File: src/rtl/stream_mux_rr_defs.sv
// Verilog-2001 include header: mode encodings and a constant-foldable clog2.
// Guarded so it may be both compiled directly and included by the package.
`ifndef STREAM_MUX_RR_DEFS_SV
`define STREAM_MUX_RR_DEFS_SV

`define MODE_FIXED 1'b0
`define MODE_RR    1'b1

function integer sm_clog2;
   input integer value;
   integer v;
   begin
      v = value - 1;
      sm_clog2 = 0;
      while (v > 0) begin
         sm_clog2 = sm_clog2 + 1;
         v = v >> 1;
      end
   end
endfunction

`endif

File: src/rtl/stream_mux_rr_pkg.sv
// Shared types for the round-robin stream multiplexer.
// Pulls in the mode defines and the clog2 helper so importers see one namespace.
package stream_mux_rr_pkg;
`include "stream_mux_rr_defs.sv"

   // Output stage occupancy; the encoding doubles as out_valid.
   typedef enum logic {
      OUT_EMPTY = 1'b0,
      OUT_FULL  = 1'b1
   } out_state_t;

endpackage

File: src/rtl/stream_mux_rr_arbiter.sv
// Combinational round-robin arbiter: highest priority goes to the channel just after ptr.
// Produces a one-hot grant, or all zeros when nothing is requesting.
module rr_arbiter #(
   parameter int NCH  = 4,
   parameter int SELW = 2
) (
   input  logic [NCH-1:0]  req,
   input  logic [SELW-1:0] ptr,
   output logic [NCH-1:0]  gnt
);

   logic [NCH-1:0] upper_mask;
   logic [NCH-1:0] upper_req;
   logic [NCH-1:0] pick;

   generate
      for (genvar gi = 0; gi < NCH; gi++) begin : g_mask
         assign upper_mask[gi] = (SELW'(gi) > ptr);
      end
   endgenerate

   // Requests above ptr win; if none, the wrap-around set (0..ptr) is used instead.
   assign upper_req = req & upper_mask;
   assign pick      = (|upper_req) ? upper_req : req;
   assign gnt       = pick & (~pick + NCH'(1));

endmodule

File: src/rtl/stream_mux_rr.sv
// N-channel valid/ready stream multiplexer with fixed-select and round-robin modes.
// Single registered output stage; a drain and a load may happen in the same cycle.
module stream_mux_rr
   import stream_mux_rr_pkg::*;
#(
   parameter  int NCH  = 4,
   parameter  int W    = 8,
   localparam int SELW = sm_clog2(NCH)
) (
   input  logic              clk,
   input  logic              rst,
   input  logic [NCH*W-1:0]  in_data,
   input  logic [NCH-1:0]    in_valid,
   output logic [NCH-1:0]    in_ready,
   input  logic              mode,
   input  logic [SELW-1:0]   sel,
   output logic [W-1:0]      out_data,
   output logic [SELW-1:0]   out_ch,
   output logic              out_valid,
   input  logic              out_ready
);

   out_state_t      state_reg, state_next;
   logic [W-1:0]    data_reg, data_next;
   logic [SELW-1:0] ch_reg, ch_next;
   logic [SELW-1:0] rr_ptr_reg, rr_ptr_next;

   logic            load;
   logic            transfer;
   logic [NCH-1:0]  fix_gnt;
   logic [NCH-1:0]  rr_gnt;
   logic [NCH-1:0]  gnt;
   logic [W-1:0]    data_chain [NCH+1];
   logic [SELW-1:0] ch_chain   [NCH+1];

   rr_arbiter #(
      .NCH  (NCH),
      .SELW (SELW)
   ) u_arb (
      .req (in_valid),
      .ptr (rr_ptr_reg),
      .gnt (rr_gnt)
   );

   assign data_chain[0] = '0;
   assign ch_chain[0]   = '0;

   // sel values >= NCH match no channel, so they simply yield no grant.
   generate
      for (genvar gi = 0; gi < NCH; gi++) begin : g_chan
         assign fix_gnt[gi]      = (sel == SELW'(gi)) && in_valid[gi];
         assign data_chain[gi+1] = data_chain[gi] | (in_data[gi*W +: W] & {W{gnt[gi]}});
         assign ch_chain[gi+1]   = ch_chain[gi] | (gnt[gi] ? SELW'(gi) : '0);
      end
   endgenerate

   assign gnt      = (mode == `MODE_RR) ? rr_gnt : fix_gnt;
   assign load     = !rst && ((state_reg == OUT_EMPTY) || out_ready);
   assign in_ready = load ? gnt : '0;
   assign transfer = load && (|gnt);

   always_comb begin
      state_next  = state_reg;
      data_next   = data_reg;
      ch_next     = ch_reg;
      rr_ptr_next = rr_ptr_reg;
      if (transfer) begin
         state_next = OUT_FULL;
         data_next  = data_chain[NCH];
         ch_next    = ch_chain[NCH];
         if (mode == `MODE_RR) begin
            rr_ptr_next = ch_chain[NCH];
         end
      end else if ((state_reg == OUT_FULL) && out_ready) begin
         state_next = OUT_EMPTY;
      end
   end

   always_ff @(posedge clk) begin
      if (rst) begin
         state_reg  <= OUT_EMPTY;
         data_reg   <= '0;
         ch_reg     <= '0;
         rr_ptr_reg <= SELW'(NCH - 1);
      end else begin
         state_reg  <= state_next;
         data_reg   <= data_next;
         ch_reg     <= ch_next;
         rr_ptr_reg <= rr_ptr_next;
      end
   end

   assign out_valid = (state_reg == OUT_FULL);
   assign out_data  = data_reg;
   assign out_ch    = ch_reg;

endmodule

File: config.mk
export PLATFORM = sky130hd
export DESIGN_NAME = stream_mux_rr
export DESIGN_NICKNAME = d
export VERILOG_FILES = /design/src/rtl/stream_mux_rr_pkg.sv /design/src/rtl/stream_mux_rr_arbiter.sv /design/src/rtl/stream_mux_rr.sv
export VERILOG_INCLUDE_DIRS = /design/src /design/src/rtl
export SDC_FILE = /design/constraint.sdc
export NUM_CORES = 1
export LEC_CHECK = 0
export BUFFER_PORTS_ARGS = -buffer_cell sky130_fd_sc_hd__clkbuf_2
export CORE_MARGIN = 10
export CORE_UTILIZATION = 44
export CTS_CLUSTER_DIAMETER = 100
export CTS_CLUSTER_SIZE = 24
export DETAILED_ROUTE_END_ITERATION = 12
export PLACE_DENSITY = 0.94
export SETUP_SLACK_MARGIN = 0.15
export SLEW_MARGIN = 40
export SYNTH_ARGS = -nofsm -noshare
export SYNTH_HDL_FRONTEND = slang
export SYNTH_HIERARCHICAL = 1
export SYNTH_SLANG_ARGS = --single-unit
File: constraint.sdc
create_clock -name clk -period 4.95 [get_ports clk]
set_input_delay 0.99 -clock clk [delete_from_list [all_inputs] [get_ports clk]]
set_output_delay 0.99 -clock clk [all_outputs]
set_load 0.05 [all_outputs]
==> flow_metrics.env <==
export IMPL_status="finished, final reports clean"
export IMPL_synth_area_per_cell_um2=8.834
export IMPL_cpMostUsedCell="clkbuf_2"
export IMPL_largest_reg_flops=8
export IMPL_leakagePower_uw=0.0005961
export IMPL_end_kind="output port"
export IMPL_synth_cells=99
export IMPL_crit_chain="clkbuf_2 > a2bb2oi_1 > o22ai_1 > and2_1 > a21oi_1 > nor2_1 > clkbuf_2"
export IMPL_ys_seq_elements=13
export IMPL_clkLatencyLatePin_ns=0.27
export IMPL_final_layout_size_suffix_gt1_share_pct=43.42
export IMPL_yosysMostFrequentCell="nor2_1"
export IMPL_hold_buffers=0
export IMPL_drcViolationCount=0
export IMPL_drt_wirelength_per_cell_um=16.17
export IMPL_fin_setup_tns_ns=0
export IMPL_cts_path_max_buffers=2
export IMPL_die_x_um=64.59
export IMPL_coreArea_um2=1922
export IMPL_max_stage_delay_ns=0.30
export IMPL_seq_area_frac_synth_pct=29.76
export IMPL_rsz0062_at_grt="false"
export IMPL_area_growth_pct=34.91
export IMPL_viasPerCell=5.609
export IMPL_start_util_pct=45.51
export IMPL_max_slew_margin_rel_pct=63.89
export IMPL_grtUsageTotal_pct=13.41
export IMPL_synth_area_leaders="dfxtp_1, a221oi_1, a22o_1"
export IMPL_yosysWarnings=6
export IMPL_grt_antenna_before_repair=0
export IMPL_clock_skew_ns=0.0005494
export IMPL_htreeDepth=1
export IMPL_final_util_pct=61.39
export IMPL_routed_wl_um=2895
export IMPL_place_gp_congestion=0.8747
export IMPL_crit_type="input port to output port"
export IMPL_cts_tree="built"
export IMPL_maxCapViolCount=0
export IMPL_synth_top_cell_by_area="dfxtp_1"
export IMPL_die_y_um=64.59
export IMPL_synth_top_area_share_pct=29.76
export IMPL_maxSlewViolCount=0
export IMPL_setup_violations=0
export IMPL_hpwlAfterDp_um=2436
export IMPL_powerDensity_nw_per_um2=288.6
export IMPL_cts_buffers=3
export IMPL_fin_crit_sh_pct=64.71
export IMPL_antennaDiodeCount=0
export IMPL_clockRootBuffer="clkbuf_4"
export IMPL_critPathArrivalTime_ns=2.21
export IMPL_start_kind="input port"
export IMPL_synth_common_cells="nor2_1, dfxtp_1, a211oi_1, a221oi_1, a22o_1"
export IMPL_nets=195
export IMPL_min_period_ns=3.203
export IMPL_synth_edff_count=0
export IMPL_final_setup_worst_slack_ns=1.747
export IMPL_rows=16
export IMPL_grt_pass1_wl_um=4657
export IMPL_critPathSlowestCell="a21oi_1"
export IMPL_grt_pass1_vias=1049
export IMPL_finalInstanceArea_um2=1180
export IMPL_cts_setup_buffers=0
export IMPL_fmax_mhz=312.2
export IMPL_synth_ff_type="dfxtp_1"
export IMPL_synthArstFlopShare_pct=0
export IMPL_grt_max_degree=21
export IMPL_fp_dieArea_um2=4171
export IMPL_overflow=0
export IMPL_ir_drop_mv=0.1127
export IMPL_cts_resized_gates=0
export IMPL_io_buffers=56
export IMPL_required_ns=3.96
export IMPL_crit_fanout=6
export IMPL_io_pins=57
export IMPL_ant_nets=0
export IMPL_worst_pin_slew_ns=0.5399
export IMPL_syn_area_um2=874.6
export IMPL_cts_sinks=13
export IMPL_routed_via_count=1004
export IMPL_ys_types=34
export IMPL_clk_pin_slew_ns=0.07
export IMPL_syn_nets=141
export IMPL_final_hold_viol_count=0
export IMPL_drt_iter0_drc=42
export IMPL_dp_slack_ns=1.823
export IMPL_hold_class="flop to flop"
export IMPL_placed_cell_area_um2=1142
export IMPL_drtPass1Iterations=4
==> power breakdown <==
part           switching, uW  total (uW)  internal [uW]
clock network           32.9        64.2           31.2
registers               8.68         126            118
logic                   97.9         150           52.2
==> kinds of logic after synthesis <==
kind of cell,synth area share (%)
buf+inv,6.150
compound gates,41.63
flops,29.76
simple gates,20.17
mux,2.289
==> critical path, delay by kind of cell <==
family          cells  cell delay, ns
compound gates      3            0.56
buf+inv             2            0.40
simple gates        2            0.26
==> area by class of cell <==
type / instances / area, um^2
clock buffers: 4 / 26.28
repair buffers: 56 / 280.3
fillers: 192 / 742.0
flip-flops and latches: 13 / 260.3
multi-input cells: 77 / 571.8
inverters: 2 / 7.507
well taps: 27 / 33.78
==> metal layers <==
| layer | vias to the layer above | wire length, um | track usage, % | share of wire, % |
|---|---|---|---|---|
| met2 | 51 | 1464 | 22.66 | 51 |
| li1 | 503 | - | - | - |
| met1 | 440 | 1104 | 14.66 | 38 |
| met3 | 10 | 226 | 3.265 | 7.8 |
| met5 | - | 0 | 0 | 0 |
| met4 | 0 | 99 | 8.556 | 3.4 |
==> placed cells by master (no fill, tap or decap) <==
cell type	n
and4bb_2	1
and4b_1	1
nand2b_1	2
nor3_1	1
or3_1	1
nor3b_1	1
a41oi_4	1
nor4bb_4	1
o221a_1	1
a41oi_1	1
clkbuf_1	1
inv_1	1
o21a_1	1
o22ai_1	2
a211oi_1	9
dfxtp_1	13
a221oi_1	8
a21oi_1	6
nor2_1	17
nand2_1	1
o21ai_0	2
mux2i_1	2
a2bb2oi_1	1
a32o_2	1
nor4b_2	1
inv_2	1
a22o_1	8
a21o_1	4
nor2b_2	1
o211a_1	1
clkbuf_2	56
clkbuf_4	3
and2_1	1
==> through the flow <==
stage	hold slack, ns	cells	power (uW)
2_1_floorplan	0.5392	99	236.7
3_3_place_gp	0.4885	175	271.7
3_5_place_dp	0.4923	175	276.4
4_1_cts	0.5026	179	340.0
5_1_grt	0.5317	179	359.0
6_report	0.4974	179	340.6
==> worst paths after layout <==
check                                                end  slack [ns]                        from  cells after the start
worst max register to register    out_ch[0]$_SDFFE_PP0P_        2.81  rr_ptr_reg[1]$_SDFFE_PP1P_                      7
worst max-delay path                         in_ready[1]        1.75                 in_valid[2]                      7
worst min-delay path            out_data[3]$_SDFFE_PP0P_        0.50    out_data[3]$_SDFFE_PP0P_                      2
worst min register to register  out_data[3]$_SDFFE_PP0P_        0.50    out_data[3]$_SDFFE_PP0P_                      2
Power figures use the tool's default switching activity.
